**src/rtl/vram_arbiter_if.sv**
```systemverilog
// VRAM arbiter bus: three requester ports (render, CPU, DMA) plus the
// single-port VRAM pins. The slave modport is the arbiter's view, the master
// modport is the view of the requesters and the VRAM itself.
interface vram_arbiter_if #(
  parameter int ADDR_W = 16,
  parameter int DATA_W = 16
);
  // render fetch (reads only)
  logic              rnd_req;
  logic [ADDR_W-1:0] rnd_addr;
  logic              rnd_gnt;
  logic              rnd_rvalid;
  logic [DATA_W-1:0] rnd_rdata;
  // CPU port
  logic              cpu_req;
  logic              cpu_we;
  logic [ADDR_W-1:0] cpu_addr;
  logic [DATA_W-1:0] cpu_wdata;
  logic              cpu_gnt;
  logic              cpu_rvalid;
  logic [DATA_W-1:0] cpu_rdata;
  // VRAM-VRAM / SATB DMA
  logic              dma_req;
  logic              dma_we;
  logic [ADDR_W-1:0] dma_addr;
  logic [DATA_W-1:0] dma_wdata;
  logic              dma_gnt;
  logic              dma_rvalid;
  logic [DATA_W-1:0] dma_rdata;
  // VRAM pins
  logic [ADDR_W-1:0] MA;
  logic              re;
  logic              we;
  logic [DATA_W-1:0] MD_in;
  logic [DATA_W-1:0] MD_out;

  modport slave (
    input  rnd_req, rnd_addr,
    output rnd_gnt, rnd_rvalid, rnd_rdata,
    input  cpu_req, cpu_we, cpu_addr, cpu_wdata,
    output cpu_gnt, cpu_rvalid, cpu_rdata,
    input  dma_req, dma_we, dma_addr, dma_wdata,
    output dma_gnt, dma_rvalid, dma_rdata,
    output MA, re, we, MD_in,
    input  MD_out
  );

  modport master (
    output rnd_req, rnd_addr,
    input  rnd_gnt, rnd_rvalid, rnd_rdata,
    output cpu_req, cpu_we, cpu_addr, cpu_wdata,
    input  cpu_gnt, cpu_rvalid, cpu_rdata,
    output dma_req, dma_we, dma_addr, dma_wdata,
    input  dma_gnt, dma_rvalid, dma_rdata,
    input  MA, re, we, MD_in,
    output MD_out
  );
endinterface

```
**src/rtl/vram_arbiter.sv**
```systemverilog
// HuC6270 VRAM arbiter. One access per clock: render has fixed priority,
// CPU and DMA alternate round-robin, and a starvation counter forces one
// CPU/DMA slot after STARVE_LIMIT consecutive render wins. VRAM read data
// arrives one cycle after re and is steered back using an owner tag.
module vram_arbiter #(
  parameter int ADDR_W       = 16,
  parameter int DATA_W       = 16,
  parameter int STARVE_LIMIT = 8
) (
  input  logic           clock,
  input  logic           reset,
  vram_arbiter_if.slave  bus
);

  typedef enum logic [1:0] {
    TAG_NONE = 2'd0,
    TAG_RND  = 2'd1,
    TAG_CPU  = 2'd2,
    TAG_DMA  = 2'd3
  } tag_t;

  typedef enum logic {
    RR_CPU = 1'b0,
    RR_DMA = 1'b1
  } rr_t;

  localparam int              CNT_W    = (STARVE_LIMIT < 1) ? 1 : $clog2(STARVE_LIMIT + 1);
  localparam logic [CNT_W-1:0] CNT_MAX = CNT_W'(STARVE_LIMIT);
  localparam bit              FORCE_EN = (STARVE_LIMIT != 0);

  tag_t              tag_r;
  rr_t               rr_r;
  logic [CNT_W-1:0]  wait_cnt_r;
  logic [ADDR_W-1:0] ma_r;
  logic [DATA_W-1:0] md_r;

  logic              force_s;
  logic              rnd_gnt_s;
  logic              cpu_gnt_s;
  logic              dma_gnt_s;
  logic              any_gnt_s;
  logic              we_sel_s;
  logic [ADDR_W-1:0] addr_sel_s;
  logic [DATA_W-1:0] wdata_sel_s;
  tag_t              tag_next_s;

  // Pick this cycle's single winner; reset blocks every grant.
  always_comb begin
    force_s   = 1'b0;
    rnd_gnt_s = 1'b0;
    cpu_gnt_s = 1'b0;
    dma_gnt_s = 1'b0;
    if (FORCE_EN && (wait_cnt_r == CNT_MAX) && (bus.cpu_req || bus.dma_req)) begin
      force_s = 1'b1;
    end else begin
      force_s = 1'b0;
    end
    if (reset) begin
      rnd_gnt_s = 1'b0;
    end else if (bus.rnd_req && !force_s) begin
      rnd_gnt_s = 1'b1;
    end else if (bus.cpu_req && bus.dma_req) begin
      cpu_gnt_s = (rr_r == RR_CPU);
      dma_gnt_s = (rr_r == RR_DMA);
    end else if (bus.cpu_req) begin
      cpu_gnt_s = 1'b1;
    end else if (bus.dma_req) begin
      dma_gnt_s = 1'b1;
    end else begin
      rnd_gnt_s = 1'b0;
    end
  end

  // Route the winner's access to the VRAM side and decide the read owner.
  always_comb begin
    any_gnt_s   = rnd_gnt_s | cpu_gnt_s | dma_gnt_s;
    we_sel_s    = 1'b0;
    addr_sel_s  = ma_r;
    wdata_sel_s = md_r;
    tag_next_s  = TAG_NONE;
    if (rnd_gnt_s) begin
      addr_sel_s = bus.rnd_addr;
      tag_next_s = TAG_RND;
    end else if (cpu_gnt_s) begin
      we_sel_s    = bus.cpu_we;
      addr_sel_s  = bus.cpu_addr;
      wdata_sel_s = bus.cpu_wdata;
      tag_next_s  = bus.cpu_we ? TAG_NONE : TAG_CPU;
    end else if (dma_gnt_s) begin
      we_sel_s    = bus.dma_we;
      addr_sel_s  = bus.dma_addr;
      wdata_sel_s = bus.dma_wdata;
      tag_next_s  = bus.dma_we ? TAG_NONE : TAG_DMA;
    end else begin
      tag_next_s = TAG_NONE;
    end
  end

  // Drive VRAM pins: live access when granted, otherwise hold MA/MD_in.
  always_comb begin
    bus.re = any_gnt_s & ~we_sel_s;
    bus.we = any_gnt_s & we_sel_s;
    if (reset) begin
      bus.MA    = '0;
      bus.MD_in = '0;
    end else if (any_gnt_s) begin
      bus.MA    = addr_sel_s;
      bus.MD_in = wdata_sel_s;
    end else begin
      bus.MA    = ma_r;
      bus.MD_in = md_r;
    end
  end

  // Return read data to the owner recorded in the previous cycle.
  always_comb begin
    bus.rnd_gnt    = rnd_gnt_s;
    bus.cpu_gnt    = cpu_gnt_s;
    bus.dma_gnt    = dma_gnt_s;
    bus.rnd_rvalid = 1'b0;
    bus.cpu_rvalid = 1'b0;
    bus.dma_rvalid = 1'b0;
    if (!reset) begin
      case (tag_r)
        TAG_RND: bus.rnd_rvalid = 1'b1;
        TAG_CPU: bus.cpu_rvalid = 1'b1;
        TAG_DMA: bus.dma_rvalid = 1'b1;
        default: bus.rnd_rvalid = 1'b0;
      endcase
    end else begin
      bus.rnd_rvalid = 1'b0;
    end
    bus.rnd_rdata = bus.rnd_rvalid ? bus.MD_out : '0;
    bus.cpu_rdata = bus.cpu_rvalid ? bus.MD_out : '0;
    bus.dma_rdata = bus.dma_rvalid ? bus.MD_out : '0;
  end

  // Hold registers for the VRAM pins and the read-owner tag.
  always_ff @(posedge clock) begin
    if (reset) begin
      ma_r  <= '0;
      md_r  <= '0;
      tag_r <= TAG_NONE;
    end else begin
      if (any_gnt_s) begin
        ma_r <= addr_sel_s;
        md_r <= wdata_sel_s;
      end else begin
        ma_r <= ma_r;
        md_r <= md_r;
      end
      tag_r <= tag_next_s;
    end
  end

  // Round-robin pointer and starvation counter for the CPU/DMA pair.
  always_ff @(posedge clock) begin
    if (reset) begin
      rr_r       <= RR_CPU;
      wait_cnt_r <= '0;
    end else begin
      if (cpu_gnt_s) begin
        rr_r <= RR_DMA;
      end else if (dma_gnt_s) begin
        rr_r <= RR_CPU;
      end else begin
        rr_r <= rr_r;
      end
      if (cpu_gnt_s || dma_gnt_s) begin
        wait_cnt_r <= '0;
      end else if (!(bus.cpu_req || bus.dma_req)) begin
        wait_cnt_r <= '0;
      end else if (rnd_gnt_s && (wait_cnt_r != CNT_MAX)) begin
        wait_cnt_r <= wait_cnt_r + CNT_W'(1);
      end else begin
        wait_cnt_r <= wait_cnt_r;
      end
    end
  end

endmodule

```
**src/flat_wrapper.sv**
```systemverilog
// flat-port wrapper written by rule: the top's interface ports become plain ports
module vram_arbiter_flat 
#(
  parameter int ADDR_W       = 16,
  parameter int DATA_W       = 16,
  parameter int STARVE_LIMIT = 8
)
  (clock, reset, bus_rnd_req, bus_rnd_addr, bus_rnd_gnt, bus_rnd_rvalid, bus_rnd_rdata, bus_cpu_req, bus_cpu_we, bus_cpu_addr, bus_cpu_wdata, bus_cpu_gnt, bus_cpu_rvalid, bus_cpu_rdata, bus_dma_req, bus_dma_we, bus_dma_addr, bus_dma_wdata, bus_dma_gnt, bus_dma_rvalid, bus_dma_rdata, bus_MA, bus_re, bus_we, bus_MD_in, bus_MD_out);
  vram_arbiter_if #(.ADDR_W(ADDR_W), .DATA_W(DATA_W)) bus_i ();
  input  logic clock;
  input  logic reset;
  input wire logic [$bits(bus_i.rnd_req)-1:0] bus_rnd_req;
  input wire logic [$bits(bus_i.rnd_addr)-1:0] bus_rnd_addr;
  output wire logic [$bits(bus_i.rnd_gnt)-1:0] bus_rnd_gnt;
  output wire logic [$bits(bus_i.rnd_rvalid)-1:0] bus_rnd_rvalid;
  output wire logic [$bits(bus_i.rnd_rdata)-1:0] bus_rnd_rdata;
  input wire logic [$bits(bus_i.cpu_req)-1:0] bus_cpu_req;
  input wire logic [$bits(bus_i.cpu_we)-1:0] bus_cpu_we;
  input wire logic [$bits(bus_i.cpu_addr)-1:0] bus_cpu_addr;
  input wire logic [$bits(bus_i.cpu_wdata)-1:0] bus_cpu_wdata;
  output wire logic [$bits(bus_i.cpu_gnt)-1:0] bus_cpu_gnt;
  output wire logic [$bits(bus_i.cpu_rvalid)-1:0] bus_cpu_rvalid;
  output wire logic [$bits(bus_i.cpu_rdata)-1:0] bus_cpu_rdata;
  input wire logic [$bits(bus_i.dma_req)-1:0] bus_dma_req;
  input wire logic [$bits(bus_i.dma_we)-1:0] bus_dma_we;
  input wire logic [$bits(bus_i.dma_addr)-1:0] bus_dma_addr;
  input wire logic [$bits(bus_i.dma_wdata)-1:0] bus_dma_wdata;
  output wire logic [$bits(bus_i.dma_gnt)-1:0] bus_dma_gnt;
  output wire logic [$bits(bus_i.dma_rvalid)-1:0] bus_dma_rvalid;
  output wire logic [$bits(bus_i.dma_rdata)-1:0] bus_dma_rdata;
  output wire logic [$bits(bus_i.MA)-1:0] bus_MA;
  output wire logic [$bits(bus_i.re)-1:0] bus_re;
  output wire logic [$bits(bus_i.we)-1:0] bus_we;
  output wire logic [$bits(bus_i.MD_in)-1:0] bus_MD_in;
  input wire logic [$bits(bus_i.MD_out)-1:0] bus_MD_out;
  assign bus_i.rnd_req = bus_rnd_req;
  assign bus_i.rnd_addr = bus_rnd_addr;
  assign bus_rnd_gnt = bus_i.rnd_gnt;
  assign bus_rnd_rvalid = bus_i.rnd_rvalid;
  assign bus_rnd_rdata = bus_i.rnd_rdata;
  assign bus_i.cpu_req = bus_cpu_req;
  assign bus_i.cpu_we = bus_cpu_we;
  assign bus_i.cpu_addr = bus_cpu_addr;
  assign bus_i.cpu_wdata = bus_cpu_wdata;
  assign bus_cpu_gnt = bus_i.cpu_gnt;
  assign bus_cpu_rvalid = bus_i.cpu_rvalid;
  assign bus_cpu_rdata = bus_i.cpu_rdata;
  assign bus_i.dma_req = bus_dma_req;
  assign bus_i.dma_we = bus_dma_we;
  assign bus_i.dma_addr = bus_dma_addr;
  assign bus_i.dma_wdata = bus_dma_wdata;
  assign bus_dma_gnt = bus_i.dma_gnt;
  assign bus_dma_rvalid = bus_i.dma_rvalid;
  assign bus_dma_rdata = bus_i.dma_rdata;
  assign bus_MA = bus_i.MA;
  assign bus_re = bus_i.re;
  assign bus_we = bus_i.we;
  assign bus_MD_in = bus_i.MD_in;
  assign bus_i.MD_out = bus_MD_out;
  vram_arbiter #(.ADDR_W(ADDR_W), .DATA_W(DATA_W), .STARVE_LIMIT(STARVE_LIMIT)) u_core (.clock(clock), .reset(reset), .bus(bus_i));
endmodule
```
**config.mk**
```make
export PLATFORM = sky130hd
export DESIGN_NAME = vram_arbiter_flat
export DESIGN_NICKNAME = d
export VERILOG_FILES = /design/src/rtl/vram_arbiter_if.sv /design/src/rtl/vram_arbiter.sv /design/src/flat_wrapper.sv
export SDC_FILE = /design/constraint.sdc
export NUM_CORES = 1
export LEC_CHECK = 0
export ABC_AREA = 0
export CAP_MARGIN = 20
export CORE_ASPECT_RATIO = 1.25
export CORE_MARGIN = 5
export CORE_UTILIZATION = 34
export DETAILED_ROUTE_END_ITERATION = 16
export PLACE_DENSITY = 0.87
export SYNTH_ARGS = -nofsm -noshare
export SYNTH_HDL_FRONTEND = slang
export SYNTH_SLANG_ARGS = --single-unit
```
**constraint.sdc**
```tcl
create_clock -name clock -period 6.52 [get_ports clock]
set_input_delay 1.956 -clock clock [delete_from_list [all_inputs] [get_ports clock]]
set_output_delay 1.956 -clock clock [all_outputs]
set_load 0.03 [all_outputs]
```
==> impl_metrics.json <==
{
  "dp_slack_ns": 0.278,
  "start_util_pct": 34.8,
  "root_buffer": "clkbuf_8",
  "clk_latency_ns": 0.29,
  "vias": 2576,
  "outcome": "finished clean",
  "crit_arrival_ns": 4.34,
  "viasPerCell": 4.88,
  "fin_ws_ns": 0.223,
  "layoutNonFillerInstCount": 528,
  "crit_chain": "clkdlybuf4s50_1 > inv_2 > o211ai_4 > o22ai_1 > nor3_1 > clkdlybuf4s50_1",
  "cts_sinks": 39,
  "rsz0062_at_grt": "no",
  "drt_iter0_drc": 80,
  "maxSlewViolCount": 0,
  "postCtsSetupRepairBufs": 0,
  "wl_um": 8560,
  "max-slew-margin-rel_pct": 59.9,
  "post-route-period-util_pct": 96.6,
  "crit_path_start_kind": "input port",
  "period_needed_ns": 6.30,
  "hold_violations": 0,
  "dpl.hpwl_um": 6920,
  "ys_ff_latch": 39,
  "path_class": "in2out",
  "clkTransAtPathRegs_ns": 0.07,
  "ys_async_sr_fraction_pct": 0,
  "fillerInstances": 522,
  "cts_tree": "done",
  "synthToLayoutAreaGrowth_pct": 93.3,
  "cts_buffers": 5,
  "drive_gt1_share_pct": 14.7,
  "grt_pass1_wl_um": 12900,
  "met3_usage_pct": 6.95,
  "antenna_left": 0,
  "yosys_warnings": 0,
  "num-nets-final": 547,
  "path_max_fanout": 16,
  "leakagePower_nw": 1.63,
  "pwr_density_cell_mw_per_mm2": 155,
  "synth_cells": 253,
  "cts_buffer_depth": 2,
  "maxCapViolCount": 0,
  "worstSetupEndpointType": "output port",
  "grt_pass1_vias": 2701,
  "gp_congestion": 0.835,
  "final_core_util_pct": 67.2,
  "die-area_mm2": 0.00801,
  "synth-edff-count": 0,
  "cp.required_ns": 4.56,
  "fin_tns_setup_ns": 0,
  "synth_cell_type_count": 35,
  "cp_slowest_cell": "clkdlybuf4s50_1",
  "grt.met1_usage_pct": 20.3,
  "cts_resized": 0,
  "synth_fp_nets": 358,
  "pin_count": 191,
  "ys.flop_type": "dfxtp_1",
  "ir_drop_v": 0.000138,
  "grt.overflow.total": 0,
  "drc": 0,
  "wire_per_inst_um": 16.2,
  "placed_cells": 520,
  "port_buffers": 190,
  "hold_buffers": 0,
  "met2_usage_pct": 37.7,
  "max_stage_delay_ns": 0.73,
  "syn_area_mm2": 0.00214,
  "htreeDepth": 2,
  "grt_util_all_layers_pct": 20.4,
  "antenna_found_initial": 0,
  "synth-seq-area-share_pct": 36.4,
  "die_h_um": 98.8,
  "fmaxAchievable_ghz": 0.159,
  "grt_max_degree": 21,
  "syn_avg_cell_area_um2": 8.48,
  "setup_viol_count_final": 0,
  "coreArea_mm2": 0.00617,
  "grt.busiest_layer": "met2",
  "cp_common_cell": "clkdlybuf4s50_1",
  "tightest_slew_ns": 0.601,
  "dr.pass1.iters": 4,
  "clock_skew_ns": 0.00946,
  "n_antenna_cell": 0,
  "die_w_um": 81.0,
  "hold_path_class": "reg2reg",
  "rows": 32
}
==> logic make-up (layout without fill, tap and decap cells) <==
kind of cell	count (synthesis)	after routing	share of synthesized area [%]
flops	39	39	36.4
fa+ha+maj	2	2	1.17
compound gates	41	41	15.2
mux	1	1	0.467
simple gates	143	143	39.6
buf+inv	25	215	6.36
xor+xnor	2	2	0.817
==> critical path, delay by kind of cell <==
family | cells | cell delay [ns]
AND/OR/NAND/NOR | 1 | 0.28
buffers and inverters | 3 | 1.48
AO/OA/AOI/OAI | 2 | 0.62
==> flip-flops by register name, indices dropped and copies added (netlist names) <==
| signal | flops |
|---|---|
| u_core.ma_r | 16 |
| u_core.md_r | 16 |
| u_core.rr_r | 1 |
| u_core.tag_r | 2 |
| u_core.wait_cnt_r | 4 |
==> synthesized netlist by cell type, types with 2 or more instances <==
library cell / n / share of area, %
o22ai_1: 32 / 9.3
dfxtp_1: 39 / 36
ha_1: 2 / 1.2
buf_2: 7 / 1.6
nor2_1: 51 / 8.9
and2_1: 48 / 14
buf_4: 3 / 1.1
clkbuf_1: 4 / 0.70
buf_6: 3 / 1.6
nor4_1: 3 / 0.88
inv_1: 6 / 1.1
nor3b_1: 2 / 0.70
nor3_1: 16 / 3.7
nand2b_1: 3 / 0.88
nor4_2: 13 / 7.6
inv_2: 2 / 0.35
==> cells in the final DEF (no fill, tap or decap), types with 2 or more instances in the layout <==
cell,netlist,final
clkbuf_8,0,5
nor3b_1,2,2
dfxtp_1,39,39
inv_2,2,2
and2_1,48,48
clkdlybuf4s50_1,0,165
nor4_1,3,3
nor2_1,51,51
nor4_2,13,13
inv_1,6,6
buf_4,3,32
nor3_1,16,16
nand2b_1,3,3
ha_1,2,2
o22ai_1,32,32
==> path summary, 6_finish.rpt <==
check	from	end	slack, ns	cells past startpoint
setup / recovery	bus_rnd_req	bus_MD_in[7]	0.22	6
hold / removal	u_core.wait_cnt_r[0]	u_core.wait_cnt_r[0]	0.48	1
setup reg to reg	u_core.wait_cnt_r[0]	u_core.ma_r[0]	4.23	8
hold reg to reg	u_core.wait_cnt_r[0]	u_core.wait_cnt_r[0]	0.48	1
==> per-stage QoR <==
stage	hold slack [ns]	total power (W)	cell area, um^2
floorplan	0.430	0.000366	2140
global placement	0.447	0.000480	4060
detailed placement	0.465	0.000484	4060
CTS	0.482	0.000648	4150
global route	0.525	0.000674	4150
finish	0.480	0.000641	4150
==> per-layer routing <==
metal	vias up	routed length, um
met5	-	0
met4	0	282
met3	22	909
met2	131	4350
met1	1163	3010
li1	1260	-
==> cell type report <==
cell class                 instances  area, um^2  share of cell area (%)
timing repair buffer             199        1920                    46.2
multi-input combinational        189        1230                    29.6
sequential                        39         781                    18.8
tap                               85         106                    2.56
clock buffer                       6        72.6                    1.75
inverter                           8        30.0                   0.724
clock inverter                     2        12.5                   0.302
==> power by group <==
group          total, W  internal, W  leakage, nW  switching, W
Sequential     0.000260     0.000255        0.323    0.00000518
Clock          0.000164    0.0000749       0.0412     0.0000888
Combinational  0.000218     0.000111         1.26      0.000106
Note: power is estimated with default switching activity, not from simulation.
